**src/rtl/ram_arbiter_if.sv**
```systemverilog
// ram_arbiter_if: fetch, data and RAM port signals shared by the arbiter and its surroundings
interface ram_arbiter_if;
  logic        iREN;
  logic [31:0] iaddr;
  logic [31:0] iload;
  logic        iwait;
  logic        dREN;
  logic        dWEN;
  logic [31:0] daddr;
  logic [31:0] dstore;
  logic [31:0] dload;
  logic        dwait;
  logic        ramREN;
  logic        ramWEN;
  logic [31:0] ramaddr;
  logic [31:0] ramstore;
  logic [31:0] ramload;
  logic [1:0]  ramstate;
  logic        err;
  modport slave (
    input  iREN, iaddr, dREN, dWEN, daddr, dstore, ramload, ramstate,
    output iload, iwait, dload, dwait, ramREN, ramWEN, ramaddr, ramstore, err
  );
  modport master (
    output iREN, iaddr, dREN, dWEN, daddr, dstore, ramload, ramstate,
    input  iload, iwait, dload, dwait, ramREN, ramWEN, ramaddr, ramstore, err
  );
endinterface

```
**src/rtl/ram_arbiter.sv**
```systemverilog
// ram_arbiter: shares one RAM port between fetch and data with data priority and bounded fetch starvation
module ram_arbiter #(
  parameter int STARVE_MAX = 3,
  parameter int CNT_W      = 2
) (
  input logic         CLK,
  input logic         RST,
  ram_arbiter_if.slave bus
);
  localparam logic [1:0] IDLE   = 2'd0;
  localparam logic [1:0] IGNT   = 2'd1;
  localparam logic [1:0] DGNT   = 2'd2;
  localparam logic [1:0] ACCESS = 2'd2;
  localparam logic [1:0] ERROR  = 2'd3;
  logic [1:0]       state_q, state_d;
  logic [CNT_W-1:0] cnt_q, cnt_d;
  logic             wr_q, wr_d;
  logic             dreq, force_i, act_i, act_d, done, fail;
  always_comb begin
    dreq    = bus.dREN | bus.dWEN;
    force_i = bus.iREN & dreq & (cnt_q == CNT_W'(STARVE_MAX));
    act_i   = (state_q == IGNT) & bus.iREN;
    act_d   = (state_q == DGNT) & dreq & (bus.dWEN == wr_q);
    done    = ~RST & (bus.ramstate == ACCESS);
    fail    = ~RST & (bus.ramstate == ERROR);
    state_d = state_q;
    cnt_d   = cnt_q;
    wr_d    = wr_q;
    if (state_q == IDLE) begin
      if (dreq & ~force_i) begin
        state_d = DGNT;
        wr_d    = bus.dWEN;
        cnt_d   = bus.iREN ? (&cnt_q ? cnt_q : cnt_q + 1'b1) : '0;
      end else if (bus.iREN) begin
        state_d = IGNT;
        cnt_d   = '0;
      end
    end else if (~(act_i | act_d) | done | fail) begin
      state_d = IDLE;
    end
  end
  always_ff @(posedge CLK) begin
    if (RST) begin
      state_q <= IDLE;
      cnt_q   <= '0;
      wr_q    <= 1'b0;
    end else begin
      state_q <= state_d;
      cnt_q   <= cnt_d;
      wr_q    <= wr_d;
    end
  end
  assign bus.ramREN   = (state_q == IGNT) | ((state_q == DGNT) & bus.dREN & ~bus.dWEN);
  assign bus.ramWEN   = (state_q == DGNT) & bus.dWEN;
  assign bus.ramaddr  = (state_q == IGNT) ? bus.iaddr : (state_q == DGNT) ? bus.daddr : '0;
  assign bus.ramstore = (state_q == DGNT) ? bus.dstore : '0;
  assign bus.iwait    = bus.iREN & ~(act_i & done);
  assign bus.dwait    = dreq & ~(act_d & done);
  assign bus.err      = (act_i | act_d) & fail;
  assign bus.iload    = bus.ramload;
  assign bus.dload    = bus.ramload;
endmodule

```
**src/flat_wrapper.sv**
```systemverilog
// flat-port wrapper written by rule: the top's interface ports become plain ports
module ram_arbiter_flat 
#(
  parameter int STARVE_MAX = 3,
  parameter int CNT_W      = 2
)
  (CLK, RST, bus_iREN, bus_iaddr, bus_dREN, bus_dWEN, bus_daddr, bus_dstore, bus_ramload, bus_ramstate, bus_iload, bus_iwait, bus_dload, bus_dwait, bus_ramREN, bus_ramWEN, bus_ramaddr, bus_ramstore, bus_err);
  ram_arbiter_if bus_i ();
  input logic CLK;
  input logic RST;
  input wire logic [$bits(bus_i.iREN)-1:0] bus_iREN;
  input wire logic [$bits(bus_i.iaddr)-1:0] bus_iaddr;
  input wire logic [$bits(bus_i.dREN)-1:0] bus_dREN;
  input wire logic [$bits(bus_i.dWEN)-1:0] bus_dWEN;
  input wire logic [$bits(bus_i.daddr)-1:0] bus_daddr;
  input wire logic [$bits(bus_i.dstore)-1:0] bus_dstore;
  input wire logic [$bits(bus_i.ramload)-1:0] bus_ramload;
  input wire logic [$bits(bus_i.ramstate)-1:0] bus_ramstate;
  output wire logic [$bits(bus_i.iload)-1:0] bus_iload;
  output wire logic [$bits(bus_i.iwait)-1:0] bus_iwait;
  output wire logic [$bits(bus_i.dload)-1:0] bus_dload;
  output wire logic [$bits(bus_i.dwait)-1:0] bus_dwait;
  output wire logic [$bits(bus_i.ramREN)-1:0] bus_ramREN;
  output wire logic [$bits(bus_i.ramWEN)-1:0] bus_ramWEN;
  output wire logic [$bits(bus_i.ramaddr)-1:0] bus_ramaddr;
  output wire logic [$bits(bus_i.ramstore)-1:0] bus_ramstore;
  output wire logic [$bits(bus_i.err)-1:0] bus_err;
  assign bus_i.iREN = bus_iREN;
  assign bus_i.iaddr = bus_iaddr;
  assign bus_i.dREN = bus_dREN;
  assign bus_i.dWEN = bus_dWEN;
  assign bus_i.daddr = bus_daddr;
  assign bus_i.dstore = bus_dstore;
  assign bus_i.ramload = bus_ramload;
  assign bus_i.ramstate = bus_ramstate;
  assign bus_iload = bus_i.iload;
  assign bus_iwait = bus_i.iwait;
  assign bus_dload = bus_i.dload;
  assign bus_dwait = bus_i.dwait;
  assign bus_ramREN = bus_i.ramREN;
  assign bus_ramWEN = bus_i.ramWEN;
  assign bus_ramaddr = bus_i.ramaddr;
  assign bus_ramstore = bus_i.ramstore;
  assign bus_err = bus_i.err;
  ram_arbiter #(.STARVE_MAX(STARVE_MAX), .CNT_W(CNT_W)) u_core (.CLK(CLK), .RST(RST), .bus(bus_i));
endmodule
```
**config.mk**
```make
export PLATFORM = sky130hd
export DESIGN_NAME = ram_arbiter_flat
export DESIGN_NICKNAME = d
export VERILOG_FILES = /design/src/rtl/ram_arbiter_if.sv /design/src/rtl/ram_arbiter.sv /design/src/flat_wrapper.sv
export SDC_FILE = /design/constraint.sdc
export NUM_CORES = 1
export LEC_CHECK = 0
export ABC_AREA = 1
export ABC_CLOCK_PERIOD_IN_PS = 3300
export CORE_AREA = 2 2 105 107
export CTS_BUF_LIST = sky130_fd_sc_hd__clkbuf_2
export CTS_CLUSTER_DIAMETER = 40
export DETAILED_ROUTE_END_ITERATION = 16
export DIE_AREA = 0 0 107 109
export PLACE_DENSITY = 0.56
export SLEW_MARGIN = 20
export SYNTH_ARGS = -nofsm -noshare
export SYNTH_HDL_FRONTEND = slang
export SYNTH_SLANG_ARGS = --single-unit
export TNS_END_PERCENT = 30
```
**constraint.sdc**
```tcl
create_clock -name CLK -period 3.3 [get_ports CLK]
set_clock_uncertainty 0.2 [all_clocks]
set_input_delay 0.66 -clock CLK [delete_from_list [all_inputs] [get_ports CLK]]
set_output_delay 0.66 -clock CLK [all_outputs]
set_load 0.02 [all_outputs]
```
==> impl_metrics.tcl <==
set metrics [dict create \
    outcome "complete, no violations" \
    final_util_pct 28.0 \
    ios 268 \
    setup_viol 0 \
    regToRegSetupSlack_ps 1680 \
    vias 2017 \
    clockBufferDepth 2 \
    rr_startpoint "u_core.state_q[0]" \
    p_leak_nw 1.38 \
    fin_nets 538 \
    cts_buffers 3 \
    hold_violations 0 \
    ys_ff_latch 5 \
    rsz0062_at_grt "no" \
    place_area_sq_um 2950 \
    grt_antenna_before_repair 0 \
    syn_area_per_cell_sq_um 5.21 \
    synth-main-ff-cell "dfxtp_1" \
    synth_cell_types 19 \
    dp.final_hpwl_mm 4.78 \
    netlist_area_sq_um 1550 \
    grt-ovfl-total 0 \
    cts_setup_buffers 0 \
    wl_per_cell_microns 10.6 \
    synth_edf_count 0 \
    crit_start "bus_dWEN" \
    required_ps 2440 \
    die_w_microns 107 \
    max_freq_mhz 321 \
    ctsHoldBuffers 0 \
    drt_iter0_drc 100 \
    drtAntennaViolNets 0 \
    clock-root-buffer "clkbuf_2" \
    yosysTopAreaCell "buf_4" \
    routabilityCongestion 0.786 \
    synth_top_area_share_pct 31.0 \
    start_util_pct 14.6 \
    routed_wl_mm 5.71 \
    r2r_end "u_core.state_q[1]" \
    met1_usage_pct 9.06 \
    grt_first_pass_wirelength_mm 8.14 \
    area_growth_syn_to_layout_pct 91.5 \
    syn_nets 434 \
    cp_num_buf_inv 3 \
    fin_ws_ps 181 \
    async_reset_ff_share_pct 0 \
    route.detailed.drc 0 \
    fillers 1187 \
    post_cts_resized 0 \
    viasPerCell 3.73 \
    synthTopCellsByArea "buf_4 (31%), nand2_1 (18%), nand3_1 (12%)" \
    cts.clk_slew.worst_paths_ps 60 \
    period_needed_ps 3120 \
    start_kind "input port" \
    drv_slew 0 \
    first_global_vias 1759 \
    drt_pass1_iterations 4 \
    slew_headroom_pct 76.0 \
    syn_inst 298 \
    insertion_delay_ps 220 \
    cp-end-kind "primary output" \
    row_count 38 \
    htreeDepth 1 \
    endpoint "bus_dwait" \
    diodes 0 \
    synth_common_cells "nand2_1 (75), buf_4 (64), nor2_1 (43), inv_1 (41), nand3_1 (36)" \
    crit_family "buffers and inverters" \
    power_density_nw_per_um2 610 \
    grt_max_degree 34 \
    vdd_drop_max_mv 0.206 \
    cp_slowest_cell "clkdlybuf4s50_1" \
    hold_path_class "reg2reg" \
    place_ws_ps 148 \
    period_share_pct 94.5 \
    crit_type "in2out" \
    grt_usage_pct 8.44 \
    synthMostInstantiatedCell "nand2_1" \
    final_layout_size_suffix_gt1_share_pct 3.99 \
    yosysSeqAreaShare_pct 6.45 \
    fin_tns_setup_ps 0 \
    maxCapViolCount 0 \
    crit_cells 7 \
    arrival_ps 2260 \
    tightest_slew_ps 359 \
    core_sq_um 10600 \
    cp_cell_sequence "clkdlybuf4s50_1 > nor2_1 > nor2_1 > nand2_2 > o31ai_1 > inv_1 > clkdlybuf4s50_1" \
    cts_tree "done" \
    die_h_microns 109 \
    met2_usage_pct 15.2 \
    cts_sinks 5 \
    busiest_layer "met2" \
    worstPathMaxFanout 3 \
    total_power_w 0.00181 \
    r2r_cells 9 \
    met3_usage_pct 3.29 \
    die_area_sq_um 11700 \
    synth_warnings 0 \
    port_buffers 171 \
    max_stage_delay_ps 530 \
    stdcell_area_sq_um 2970 \
]
-- where the power goes --
group	switching, W	internal (W)
Clock	0.0000249	0.0000321
Sequential	0.0000190	0.0000872
Combinational	0.000908	0.000741
Total	0.000952	0.000860
-- per-stage QoR --
| step | hold slack [ps] | std cells |
|---|---|---|
| floorplan | 306 | 298 |
| detailed placement | 356 | 537 |
| global route | 398 | 541 |
| CTS | 362 | 541 |
| global placement | 331 | 537 |
| finish | 359 | 541 |
-- worst min-delay path by stage --
stage | from | endpoint | slack (ps) | cells after the start
after CTS | u_core.wr_q | u_core.wr_q | 360 | 2
final | u_core.wr_q | u_core.wr_q | 360 | 2
after global placement | u_core.cnt_q[1] | u_core.cnt_q[1] | 330 | 2
after detailed placement | u_core.wr_q | u_core.wr_q | 360 | 2
after floorplan | u_core.cnt_q[1] | u_core.cnt_q[1] | 310 | 2
after global routing | u_core.cnt_q[1] | u_core.cnt_q[1] | 400 | 2
-- layout by cell type (no fill, tap or decap), drive strengths merged --
master / netlist / layout
clkbuf: 9 / 4
ha: 1 / 1
nor2: 44 / 44
buf: 68 / 5
o31ai: 1 / 1
a21oi: 8 / 8
o21ai: 4 / 4
dfxtp: 5 / 5
nand2: 78 / 78
inv: 43 / 43
clkdlybuf4s50: 0 / 171
nand3: 36 / 36
nand4: 1 / 1
-- worst reg2reg max path, delay by kind of cell, from the launching register on --
family / cells / cell delay [ps]
buffers and inverters: 1 / 110
flip-flops: 1 / 370
AND/OR/NAND/NOR: 8 / 850
-- layer usage --
| layer | vias to the layer above | wire length [microns] |
|---|---|---|
| met5 | - | 0 |
| met2 | 98 | 2770 |
| met3 | 20 | 660 |
| met1 | 865 | 2180 |
| li1 | 1034 | - |
| met4 | 0 | 102 |
-- state kept, by name (all words and copies together) (netlist names) --
name	flops
u_core.state_q	2
u_core.wr_q	1
u_core.cnt_q	2
-- final cells by class --
cell class	instances	area [sq um]	share of cell area [%]
Inverter	43	164	5.52
Timing Repair Buffer	176	1760	59.3
Sequential cell	5	100	3.37
Clock buffer	4	20.0	0.674
Tap cell	140	175	5.89
Multi-Input combinational cell	173	751	25.3
-- cell families (layout without fill, tap and decap cells) --
logic type / count (synthesis) / after routing / share of synthesized area (%)
buffers and inverters: 120 / 223 / 45.2
AO/OA/AOI/OAI: 13 / 13 / 5.08
flip-flops: 5 / 5 / 6.45
AND/OR/NAND/NOR: 159 / 159 / 42.5
adder cells (fa/ha/maj): 1 / 1 / 0.806
(Power assumes the default switching activity.)
==> RTL edit 1 (config.mk and constraints unchanged) <==
`CNT_W` is set to 2 in 2 places; all go to 4.
--- a/src/rtl/ram_arbiter.sv
+++ b/src/rtl/ram_arbiter.sv
@@ -3,3 +3,3 @@
   parameter int STARVE_MAX = 3,
-  parameter int CNT_W      = 2
+  parameter int CNT_W      = 4
 ) (
--- a/src/flat_wrapper.sv
+++ b/src/flat_wrapper.sv
@@ -4,3 +4,3 @@
   parameter int STARVE_MAX = 3,
-  parameter int CNT_W      = 2
+  parameter int CNT_W      = 4
 )
Check against the original RTL: same outputs for any inputs over 10 cycles, from zero or initial values and one cycle with RST high; that may be too few to reach the edited logic, so the function may still have changed.
==> RTL edit 1 against the original RTL <==
- combinational power decreased by 27%
- design area up 3.7%
- routed wire length rose by 8.0%
- sequential cell count increased by 2
- first-iteration DRC count fell by 19%
- register-to-register slack got worse by 250 ps
- non-clock buffer count fell by 1
- via count increased by 4.2%
- setup slack got worse by 19 ps
- synthesized area grew 8.5%
- power is 22% lower
==> RTL edit 1: results (changes against the original RTL) <==
Slowest-stage cell, CP -> clkdlybuf4s50_1
Max cap viols -> 0 (unchanged)
Inst Count DP -> 551 (+2.6%)
Routed WL -> 6.17 mm (+8.0%)
Cell variety after synth -> 27 (+8)
Crit-path max FO -> 7 (+4)
Syn Nets -> 449 (+3.5%)
Sequential share of the synthesized area -> 0.0832 (+0.0187)
Top Registers -> u_core.cnt_q (4), u_core.state_q (2), u_core.wr_q (1)
Antenna violations before repair -> 0 (unchanged)
CTS buffer count -> 3 (unchanged)
Largest net degree at the start of global routing -> 35 (+2.9%)
WL/cell -> 11.1 µm (+5.3%)
Crit-path leading delay family -> buffers and inverters
I/O Buffers -> 171 (unchanged)
First-pass GRT wire length -> 8.97 mm (+10%)
H-tree levels -> 1 (unchanged)
CTS clock-pin slew for the worst setup and hold paths -> 70 ps
Share of cells above drive strength 1 -> 0.0578 (+0.0179)
Root Driver -> clkbuf_2
Leak Pwr -> 0.00140 µW (+2.1%)
VDD IR max -> 0.150 mV (-27%)
GPL Wtd Cong -> 0.747 (-5.0%)
Largest buffer count on any clock path -> 2 (unchanged)
Post-CTS Resized -> 0 (unchanged)
Mapped Cells -> 313 (+5.0%)
Leading post-synthesis cells by cell area -> buf_4, nand2_1, nand3_1
Worst skew pair latency -> 240 ps (+20 ps)
Slew margin rel. -> 0.739 (-0.0203)
Post-synth EDFFs -> 0 (unchanged)
Vias -> 2102 (+4.2%)
Antenna diode count -> 0 (unchanged)
Synth Flop Type -> dfxtp_1
Status -> finished clean
Arr. time, crit path -> 2280 ps (+20 ps)
TritonRoute pass-1 iters -> 4 (unchanged)
Vias in the first global route -> 1884 (+7.1%)
Share of flip-flops with an asynchronous set or reset -> 0 (unchanged)
Delay of the slowest cell on the worst path -> 540 ps
Filler cells -> 1132 (-4.6%)
GRT Util Overall -> 0.0939 (+0.00956)
YS warnings -> 0 (unchanged)
Leading cell types by count after synthesis -> nand2_1, buf_4, nor2_1
Post-DP Area -> 3060 µm² (+3.7%)
# Post-CTS Setup Buffers -> 0 (unchanged)
Dpl hpwl -> 5.05 mm (+5.7%)
Worst min path class -> flip-flop to flip-flop
Initial DRC Count -> 81 (-19%)
-- RTL edit 1: changes by cell type after synthesis, moves of 2 or more --
cell,change
dfxtp_1,+2
nor2_2,+2
nand3_2,+2
a21oi_2,+3
nor2_1,-2
buf_2,+2
nand3_1,+2
o21ai_1,+2
inv_2,+2
buf_1,-2
-- RTL edit 1: power by group --
part	switching [µW]	internal, µW	leakage, µW
registers	22.6	108	0.0000577
logic	657	558	0.00133
clock network	33.2	32.2	0.0000166
-- RTL edit 1: worst reg2reg max path: stages, from the launching register on --
cell	delay, ps
dfxtp_1	480
buf_4	410
or2_4	230
a21oi_2	50
nand2_2	110
clkinv_2	100
o21ai_1	130
a21oi_1	50
-- RTL edit 1: final timing paths --
path         cells past startpoint              end         startpoint  slack, ps
max                              6        bus_dwait                RST        160
min                              2  u_core.cnt_q[2]    u_core.cnt_q[2]        340
max reg2reg                      7  u_core.cnt_q[1]  u_core.state_q[1]       1430
min reg2reg                      2  u_core.cnt_q[2]    u_core.cnt_q[2]        340
-- RTL edit 1: final cells by class --
type | instances | area, µm² | share of cell area
clock buffer | 4 | 20.0 | 0.00650
inverter | 44 | 166 | 0.0540
multi-input combinational | 185 | 838 | 0.272
sequential | 7 | 140 | 0.0455
tap | 140 | 175 | 0.0568
timing repair buffer | 175 | 1740 | 0.565
-- RTL edit 1: layer usage --
metal,vias up,global-route usage,part of all wire
met1,891,0.101,0.36
met4,0,0.0315,0.025
met3,20,0.0287,0.097
li1,1087,-,-
met2,104,0.175,0.51
met5,-,0,0
-- RTL edit 1: metrics by stage --
| stage | utilization | setup WS (ps) |
|---|---|---|
| after CTS | 0.291 | 148 |
| after detailed placement | 0.289 | 141 |
| after floorplan | - | 1210 |
| after global placement | 0.289 | 157 |
| final | 0.291 | 162 |
| after global routing | 0.291 | 30.7 |
-- RTL edit 1: cell families (layout without fill, tap and decap cells) --
group,count (synthesis),in the layout,share of synthesized area
AO/OA/AOI/OAI,16,16,0.0557
XOR/XNOR,1,1,0.00520
adder cells (fa/ha/maj),1,1,0.00743
buffers and inverters,121,223,0.419
flip-flops,7,7,0.0832
AND/OR/NAND/NOR,167,167,0.429
==> RTL edit 2 (same flow settings) <==
Without the edit above. Put a register stage on the output `bus.err`, without a reset. The value now appears one clock later.
--- a/src/rtl/ram_arbiter.sv
+++ b/src/rtl/ram_arbiter.sv
@@ -58,3 +58,5 @@
   assign bus.dwait    = dreq & ~(act_d & done);
-  assign bus.err      = (act_i | act_d) & fail;
+  always_ff @(posedge CLK) begin
+    bus.err <= (act_i | act_d) & fail;
+  end
   assign bus.iload    = bus.ramload;
Formal check against the unedited RTL: not equivalent (a bounded check fails within 4 cycles, from zero or initial values and one cycle with RST high).
==> RTL edit 2 against the original RTL <==
- design area down 0.51%
- setup slack better by 25 ps
- synthesized cell count is the same
- count of clock-buffer cells in the layout decreased by 1
- core utilization is 0.14 points lower
- sequential cell count grew 1
- power down 3.4%
- synthesized area increased by 0.48%
- routed wire length rose by 10%
- sequential share of layout area is 0.74 points higher
- highest routed layer unchanged
==> RTL edit 2: results (changes against the original RTL) <==
Status -> finished clean
M1 WL -> 2.46 mm (+13%)
Top Registers -> u_core.cnt_q (2), u_core.state_q (2)
Arr. time, crit path -> 2230 ps (-30 ps)
Worst skew pair latency -> 240 ps (+20 ps)
Adder-cell area share of the yosys netlist -> 0.00803 (-0.0000388)
Leading cell types by count after synthesis -> nand2_1, buf_4, inv_1, nor2_1, nand3_1
WHS -> 299 ps (-60.7 ps)
GPL Wtd Cong -> 0.714 (-9.2%)
Leading post-synthesis cells by cell area -> buf_4, nand2_1, nand3_1
Crit-path max FO -> 4 (+1)
CTS clock-pin slew for the worst setup and hold paths -> 60 ps (about the same)
Vias in the first global route -> 1826 (+3.8%)
Cell variety after synth -> 20 (+1)
Post-DP Area -> 2940 µm² (-0.34%)
Vias -> 2020 (+0.15%)
R2R cell count -> 6 (-3)
Post-synthesis compound-gate area fraction -> 0.0457 (-0.00506)
Met3 wire length -> 655 µm (-0.76%)
GRT Util Overall -> 0.0960 (+0.0117)
Mean Syn Cell Area -> 5.23 µm² (+0.48%)
Sequential share of the synthesized area -> 0.0770 (+0.0125)
Leak Pwr -> 0.00136 µW (-0.86%)
Metal2 WL -> 2.97 mm (+7.4%)
Routed vias/inst -> 3.75 (+0.52%)
VDD IR max -> 0.297 mV (+45%)
Slew margin rel. -> 0.679 (-0.0811)
## RTL edit 2: cell count changes in the layout (fill, tap and decap cells not counted), sizes merged
cell,change
inv,-1
dfxtp,+1
nor2,-3
buf,-1
nand4,+1
clkbuf,-1
nand2,+2
nor3,+1
nand3,-1
## RTL edit 2: area by class of cell
class	count	area [µm²]
clock buffer	3	15.0
fill	1168	7650
inverter	42	160
multi-input combinational	173	743
sequential	6	121
tap	140	175
timing repair buffer	175	1740
## RTL edit 2: power breakdown
part           switching, µW  internal [µW]
Combinational            846            702
Sequential              49.0           97.6
Clock                   31.5           24.7
Total                    926            824
## RTL edit 2: through the flow
stage                     utilization  worst slack [ps]
after detailed placement        0.277               221
after global routing            0.279              66.0
final                           0.279               206
after global placement          0.277               216
after CTS                       0.279               206
after floorplan                     -              1220
## RTL edit 2: kinds of logic after synthesis
kind of cell	after synthesis
AO/OA/AOI/OAI	13
adder cells (fa/ha/maj)	1
buffers and inverters	119
flip-flops	6
AND/OR/NAND/NOR	159
## RTL edit 2: worst paths after layout
kind                     start               to  slack [ps]
max                   bus_dWEN        bus_dwait         210
min            u_core.cnt_q[0]  u_core.cnt_q[0]         300
min reg2reg    u_core.cnt_q[0]  u_core.cnt_q[0]         300
max reg2reg  u_core.state_q[1]  u_core.cnt_q[1]        1480
## RTL edit 2: worst min-delay path, cell delays in order (launching register included)
cell     delay, ps
dfxtp_1        330
nand2_1         70
a21oi_1         60
## RTL edit 2: layer usage
layer / vias to the layer above / track usage
met1: 854 / 0.109
li1: 1038 / -
met3: 23 / 0.0269
met4: 0 / 0.0455
met2: 105 / 0.167
met5: - / 0
